===== src/rtl/scpu_pkg.sv =====
// Shared SCPU constants, the issuer FSM state type and the result-checksum helper.
package scpu_pkg;

  localparam int unsigned INSTR_W  = 19;
  localparam int unsigned DATA_W   = 16;
  localparam int unsigned NUM_REGS = 16;
  localparam int unsigned ADDR_W   = 13;

  typedef enum logic [1:0] {
    IDLE  = 2'd0,
    ISSUE = 2'd1,
    WAIT  = 2'd2
  } state_t;

  // Wrapping 16-bit sum of the result registers; out0 sits in the low word.
  function automatic logic [DATA_W-1:0] reg_sum(input logic [NUM_REGS*DATA_W-1:0] flat);
    logic [DATA_W-1:0] acc;
    acc = '0;
    for (int unsigned i = 0; i < NUM_REGS; i++) begin
      acc = acc + flat[i*DATA_W +: DATA_W];
    end
    return acc;
  endfunction

endpackage


===== src/rtl/scpu_instr_fifo.sv =====
// Synchronous instruction FIFO, no bypass: a pushed word is visible at head the next cycle.
module scpu_instr_fifo
  import scpu_pkg::*;
#(
  parameter int unsigned DEPTH = 8,
  parameter int unsigned WIDTH = INSTR_W
) (
  input  logic             clk,
  input  logic             rst,
  input  logic             push,
  input  logic [WIDTH-1:0] push_data,
  input  logic             pop,
  output logic             full,
  output logic             empty,
  output logic [WIDTH-1:0] head
);

  localparam int unsigned PTR_W = $clog2(DEPTH);

  logic [WIDTH-1:0] r_mem [DEPTH];
  logic [PTR_W-1:0] r_wr;
  logic [PTR_W-1:0] r_rd;
  logic [PTR_W:0]   r_cnt;
  logic             w_push;
  logic             w_pop;

  assign full   = (r_cnt == (PTR_W+1)'(DEPTH));
  assign empty  = (r_cnt == '0);
  assign head   = r_mem[r_rd];
  assign w_push = push && !full;
  assign w_pop  = pop && !empty;

  // Storage carries no reset; only the pointers and count define occupancy.
  always_ff @(posedge clk) begin
    if (w_push) begin
      r_mem[r_wr] <= push_data;
    end
  end

  always_ff @(posedge clk or posedge rst) begin
    if (rst) begin
      r_wr  <= '0;
      r_rd  <= '0;
      r_cnt <= '0;
    end else begin
      if (w_push) r_wr <= r_wr + 1'b1;
      if (w_pop)  r_rd <= r_rd + 1'b1;
      if (w_push && !w_pop)      r_cnt <= r_cnt + 1'b1;
      else if (w_pop && !w_push) r_cnt <= r_cnt - 1'b1;
    end
  end

endmodule


===== src/rtl/scpu_instr_issuer.sv =====
// Host-side SCPU driver: queues instructions, issues one at a time when the CPU is idle,
// captures the result registers on out_valid and tracks counts and a sticky timeout.
module scpu_instr_issuer
  import scpu_pkg::*;
#(
  parameter int unsigned DEPTH   = 8,
  parameter int unsigned TIMEOUT = 1024,
  parameter int unsigned CNT_W   = 16
) (
  input  logic                         clk,
  input  logic                         rst,
  input  logic                         push_valid,
  input  logic [INSTR_W-1:0]           push_data,
  output logic                         push_ready,
  output logic                         in_valid,
  output logic [INSTR_W-1:0]           instruction,
  input  logic                         busy,
  input  logic                         out_valid,
  input  logic [NUM_REGS*DATA_W-1:0]   regs_flat,
  input  logic [3:0]                   rd_sel,
  output logic [DATA_W-1:0]            rd_data,
  output logic [DATA_W-1:0]            checksum,
  output logic [CNT_W-1:0]             issued_cnt,
  output logic [CNT_W-1:0]             done_cnt,
  output logic                         idle,
  output logic                         err_timeout
);

  localparam int unsigned TMO_W = $clog2(TIMEOUT + 1);

  state_t               r_state;
  logic                 r_in_valid;
  logic [INSTR_W-1:0]   r_instr;
  logic [DATA_W-1:0]    r_snap [NUM_REGS];
  logic [DATA_W-1:0]    r_checksum;
  logic [CNT_W-1:0]     r_issued;
  logic [CNT_W-1:0]     r_done;
  logic                 r_err;
  logic [TMO_W-1:0]     r_tmo;

  logic                 w_full;
  logic                 w_empty;
  logic [INSTR_W-1:0]   w_head;
  logic                 w_push;
  logic                 w_pop;

  assign push_ready = !w_full;
  assign w_push     = push_valid && push_ready;
  // The head is popped on the same edge that launches ISSUE, so in_valid carries it as a register.
  assign w_pop      = (r_state == IDLE) && !w_empty && !busy;

  scpu_instr_fifo #(
    .DEPTH (DEPTH),
    .WIDTH (INSTR_W)
  ) u_fifo (
    .clk       (clk),
    .rst       (rst),
    .push      (w_push),
    .push_data (push_data),
    .pop       (w_pop),
    .full      (w_full),
    .empty     (w_empty),
    .head      (w_head)
  );

  always_ff @(posedge clk or posedge rst) begin
    if (rst) begin
      r_state    <= IDLE;
      r_in_valid <= 1'b0;
      r_instr    <= '0;
      r_checksum <= '0;
      r_issued   <= '0;
      r_done     <= '0;
      r_err      <= 1'b0;
      r_tmo      <= '0;
      for (int unsigned i = 0; i < NUM_REGS; i++) begin
        r_snap[i] <= '0;
      end
    end else begin
      r_in_valid <= 1'b0;
      r_instr    <= '0;
      case (r_state)
        IDLE: begin
          if (w_pop) begin
            r_state    <= ISSUE;
            r_in_valid <= 1'b1;
            r_instr    <= w_head;
            r_issued   <= r_issued + 1'b1;
            r_tmo      <= '0;
          end
        end
        ISSUE: begin
          r_state <= WAIT;
        end
        WAIT: begin
          if (out_valid) begin
            for (int unsigned i = 0; i < NUM_REGS; i++) begin
              r_snap[i] <= regs_flat[i*DATA_W +: DATA_W];
            end
            r_checksum <= reg_sum(regs_flat);
            r_done     <= r_done + 1'b1;
            r_state    <= IDLE;
          end else begin
            r_tmo <= r_tmo + 1'b1;
            if (r_tmo == TMO_W'(TIMEOUT - 1)) begin
              r_err   <= 1'b1;
              r_state <= IDLE;
            end
          end
        end
        default: r_state <= IDLE;
      endcase
    end
  end

  assign in_valid    = r_in_valid;
  assign instruction = r_instr;
  assign rd_data     = r_snap[rd_sel];
  assign checksum    = r_checksum;
  assign issued_cnt  = r_issued;
  assign done_cnt    = r_done;
  assign err_timeout = r_err;
  assign idle        = w_empty && (r_state == IDLE);

endmodule

===== config.mk =====
export PLATFORM = sky130hd
export DESIGN_NAME = scpu_instr_issuer
export DESIGN_NICKNAME = d
export VERILOG_FILES = /design/src/rtl/scpu_pkg.sv /design/src/rtl/scpu_instr_fifo.sv /design/src/rtl/scpu_instr_issuer.sv
export SDC_FILE = /design/constraint.sdc
export NUM_CORES = 1
export LEC_CHECK = 0
export CORE_MARGIN = 5
export CORE_UTILIZATION = 34
export CTS_CLUSTER_DIAMETER = 60
export CTS_CLUSTER_SIZE = 16
export DETAILED_ROUTE_END_ITERATION = 12
export PLACE_DENSITY = 0.53
export SLEW_MARGIN = 20
export SYNTH_ARGS = -nofsm -noshare
export SYNTH_HDL_FRONTEND = slang
export SYNTH_SLANG_ARGS = --single-unit

===== constraint.sdc =====
create_clock -name clk -period 15.5 [get_ports clk]
set_clock_uncertainty 0.1 [all_clocks]
set_input_delay 2.325 -clock clk [delete_from_list [all_inputs] [get_ports clk]]
set_output_delay 2.325 -clock clk [all_outputs]
set_load 0.02 [all_outputs]

==> flow_summary_export.csv <==
group,metric,value,unit
worst_setup_path,regToRegEndpoint,"u_fifo.r_cnt[3]",
worst_setup_path,worst-setup-path-type,"input port to primary output",
floorplan,start_util,34.2,%
clock_network,clock_latency,0.62,ns
global_route,antenna_found_initial,33,
clock_network,root_buffer,"clkbuf_16",
logic_synthesis,ys_ff_latch,500,
timing,period_share,51.1,%
floorplan,die_area,0.0834,mm²
placed_design,pre_cts_slack,7.13,ns
worst_setup_path,slowest_delay,0.80,ns
power_and_ir_drop,p_leak,14.7,nW
drt,vias,17300,
logic_synthesis,yosysTopAreaCell,"dfrtp_1",
global_route,grt_pass1_wl,117000,µm
timing,fmax,126,MHz
final_layout,final_area,0.0330,mm²
timing,slew_headroom,27.1,%
clock_network,cts.reportedPaths.clkPinSlew,0.06,ns
logic_synthesis,syn_nets,2729,
logic_synthesis,netlist_instances,2216,
drt,drtIter0Drc,1109,
clock_network,clock-sinks,500,
logic_synthesis,synth_commonest_cells,"615 x nand2_1, 348 x dfrtp_1, 296 x inv_1",
placed_design,dp_hpwl,57800,µm
drt,routed_wl,78400,µm
worst_setup_path,path_cells,"buf_4, buf_4, mux4_2, mux4_2, clkdlybuf4s50_1",
clock_network,postCtsSetupBuffers,0,
timing,min_period,7.91,ns
placed_design,io_buffer_count,370,
timing,setup_viol,0,
drt,via_per_inst,4.72,
final_layout,layout.nets,3081,
clock_network,holdBufCountCts,0,
drt,wl_per_cell,21.3,µm
outcome,outcome,"finished clean",
logic_synthesis,yosys_warnings,0,
logic_synthesis,ys_types,48,
worst_setup_path,cp_slowest_cell,"buf_4",
floorplan,num_rows,102,
job,cap_violations,0,
worst_setup_path,worstSetupStartpointType,"input port",
logic_synthesis,synth_compound_area_share,3.09,%
final_layout,drive_gt1_share,9.36,%
placed_design,postPlaceCellArea,0.0312,mm²
power_and_ir_drop,power_density,229,mW/mm²
timing,finalSetupTns,0,ns
logic_synthesis,yosys-top-cells-area,"dfrtp_1 33%, edfxtp_1 17%, fa_1 15%, mux4_2 10%, nand2_1 8.7%",
timing,rsz0062_at_grt,"no",
worst_setup_path,reg2reg_depth,11,
clock_network,cts.htree.levels,2,
logic_synthesis,synth_edf_count,152,
drt,ant_nets,0,
logic_synthesis,yosysSeqAreaShare,50.2,%
logic_synthesis,syn_area_per_cell,11.9,µm²
clock_network,cts_resized,0,
clock_network,cts_buffers,51,
worst_setup_path,crit_required,13.07,ns
logic_synthesis,synth-simple-area-share,10.9,%
timing,layout_setup_ws,7.59,ns
final_layout,syn2layout_area_growth,25.1,%
logic_synthesis,yosysMostFrequentCell,"nand2_1",
floorplan,coreArea,0.0772,mm²
logic_synthesis,yosys.area_share.adder,16.5,%
drt,drc,0,
final_layout,fill_cells,7319,
global_route,grt_pass1_vias,18500,
logic_synthesis,synth_top_area_share,33.0,%
worst_setup_path,critical_path.endpoint_type,"primary output",
logic_synthesis,async_reset_ff_share,69.6,%
timing,slew_viol_final,0,
worst_setup_path,path_max_fanout,38,
global_route,grt_max_degree,283,
logic_synthesis,synth_xor_area_share,2.72,%
worst_setup_path,startpoint,"rd_sel[0]",
timing,tightest_slew,1.09,ns
logic_synthesis,syn_area,0.0264,mm²
min_path,min-delay-start,"r_snap[14]",
timing,hold_viol,0,
logic_synthesis,ys.flop_type,"dfrtp_1",
worst_setup_path,worstPathArrival,5.49,ns
logic_synthesis,synth_top_family_by_area,"adder cells",
placed_design,gp_congestion,0.867,
floorplan,io-pin-count,371,
power_and_ir_drop,peakVddDrop,368,µV
global_route,grtUsageTotal,18.7,%
floorplan,die_w,289,µm
global_route,overflow,0,
power_and_ir_drop,total_power,7.58,mW
floorplan,dieHeight,289,µm
final_layout,finalCoreUtilization,42.8,%
logic_synthesis,synthMuxAreaShare,10.9,%
worst_setup_path,crit-reg2reg-launch,"u_fifo.r_cnt[0]",
clock_network,cts_tree,"yes",
worst_setup_path,r2r_slack,12.51,ns
drt,first_pass_iters,5,
min_path,hold_end,"r_snap[14]",
clock_network,cts_buffer_depth,3,
min_path,hold_path_depth,2,
min_path,hold_path_class,"register to register",
flip-flops by register name, summed over array words and instances, names as in the netlist:
name          count
in_valid          1
r_tmo            11
err_timeout       1
u_fifo.r_rd       3
r_snap          256
issued_cnt       16
done_cnt         16
u_fifo.r_wr       3
r_state           2
instruction      19
checksum         16
u_fifo.r_mem    152
u_fifo.r_cnt      4
worst max path at each step:
stage,slack (ns),cells past startpoint,endpoint
final,7.59,5,rd_data[0]
after floorplan,3.42,1,checksum[0]
after CTS,7.46,5,rd_data[0]
after global placement,7.21,21,checksum[14]
after global routing,7.37,5,rd_data[0]
after detailed placement,7.13,21,checksum[14]
cell families (layout without fill, tap and decap cells):
| group | after synthesis | after routing |
|---|---|---|
| compound gates | 154 | 154 |
| xor+xnor | 82 | 82 |
| fa+ha+maj | 229 | 229 |
| buf+inv | 390 | 781 |
| flops | 500 | 500 |
| mux | 140 | 140 |
| other cells | 0 | 25 |
| simple gates | 721 | 721 |
layout make-up:
cell class	count	area, µm²	share of cell area (%)
Antenna cell	25	62.6	0.189
Clock buffer	59	1320	3.98
Clock inverter	33	385	1.17
Inverter	297	1130	3.41
Multi-Input combinational cell	1326	11700	35.4
Sequential cell	500	13300	40.2
Tap cell	1040	1300	3.94
Timing Repair Buffer	392	3890	11.8
cells in the final DEF, fill, tap and decap left out, types with 3 or more instances in the layout:
master,instances
o21ai_0,127
clkbuf_1,7
edfxtp_1,152
inv_6,9
a21oi_1,9
a21o_1,4
nand2b_1,5
nor3_2,3
and3_1,7
inv_8,5
mux2i_1,19
nand2_1,614
or3_1,3
nor2_1,43
nor2b_1,4
xor2_1,22
fa_1,200
clkdlybuf4s50_1,367
diode_2,25
dfrtp_1,347
buf_4,21
clkbuf_16,51
mux4_2,118
clkinv_4,8
nand4_1,9
clkinv_8,3
xnor2_1,60
nor3_1,8
inv_1,295
mux2_2,3
and2_1,3
clkinvlp_4,4
a31oi_1,3
ha_1,29
nand3_1,10
power breakdown:
group          internal [mW]  switching (mW)
clock                  0.658           0.599
combinational           1.95            2.36
sequential              1.80           0.217
total                   4.40            3.18
critical path, delay by kind of cell:
kind                   cells  cell delay, ns
buffers and inverters      3            1.89
muxes                      2            1.19
per-layer routing:
layer	global-route usage (%)	vias up	share of wire, %
met2	30.6	460	49
met3	4.38	115	6.5
met1	24.6	8851	41
li1	-	7878	-
met5	0	-	0.079
met4	6.07	10	2.6
per-stage QoR:
stage	std cells	hold slack [ns]
2_1_floorplan	2216	0.340
3_3_place_gp	3554	0.352
3_5_place_dp	3554	0.358
4_1_cts	3646	0.375
5_1_grt	3663	0.387
6_report	3672	0.373
Note: power is estimated with default switching activity, not from simulation.
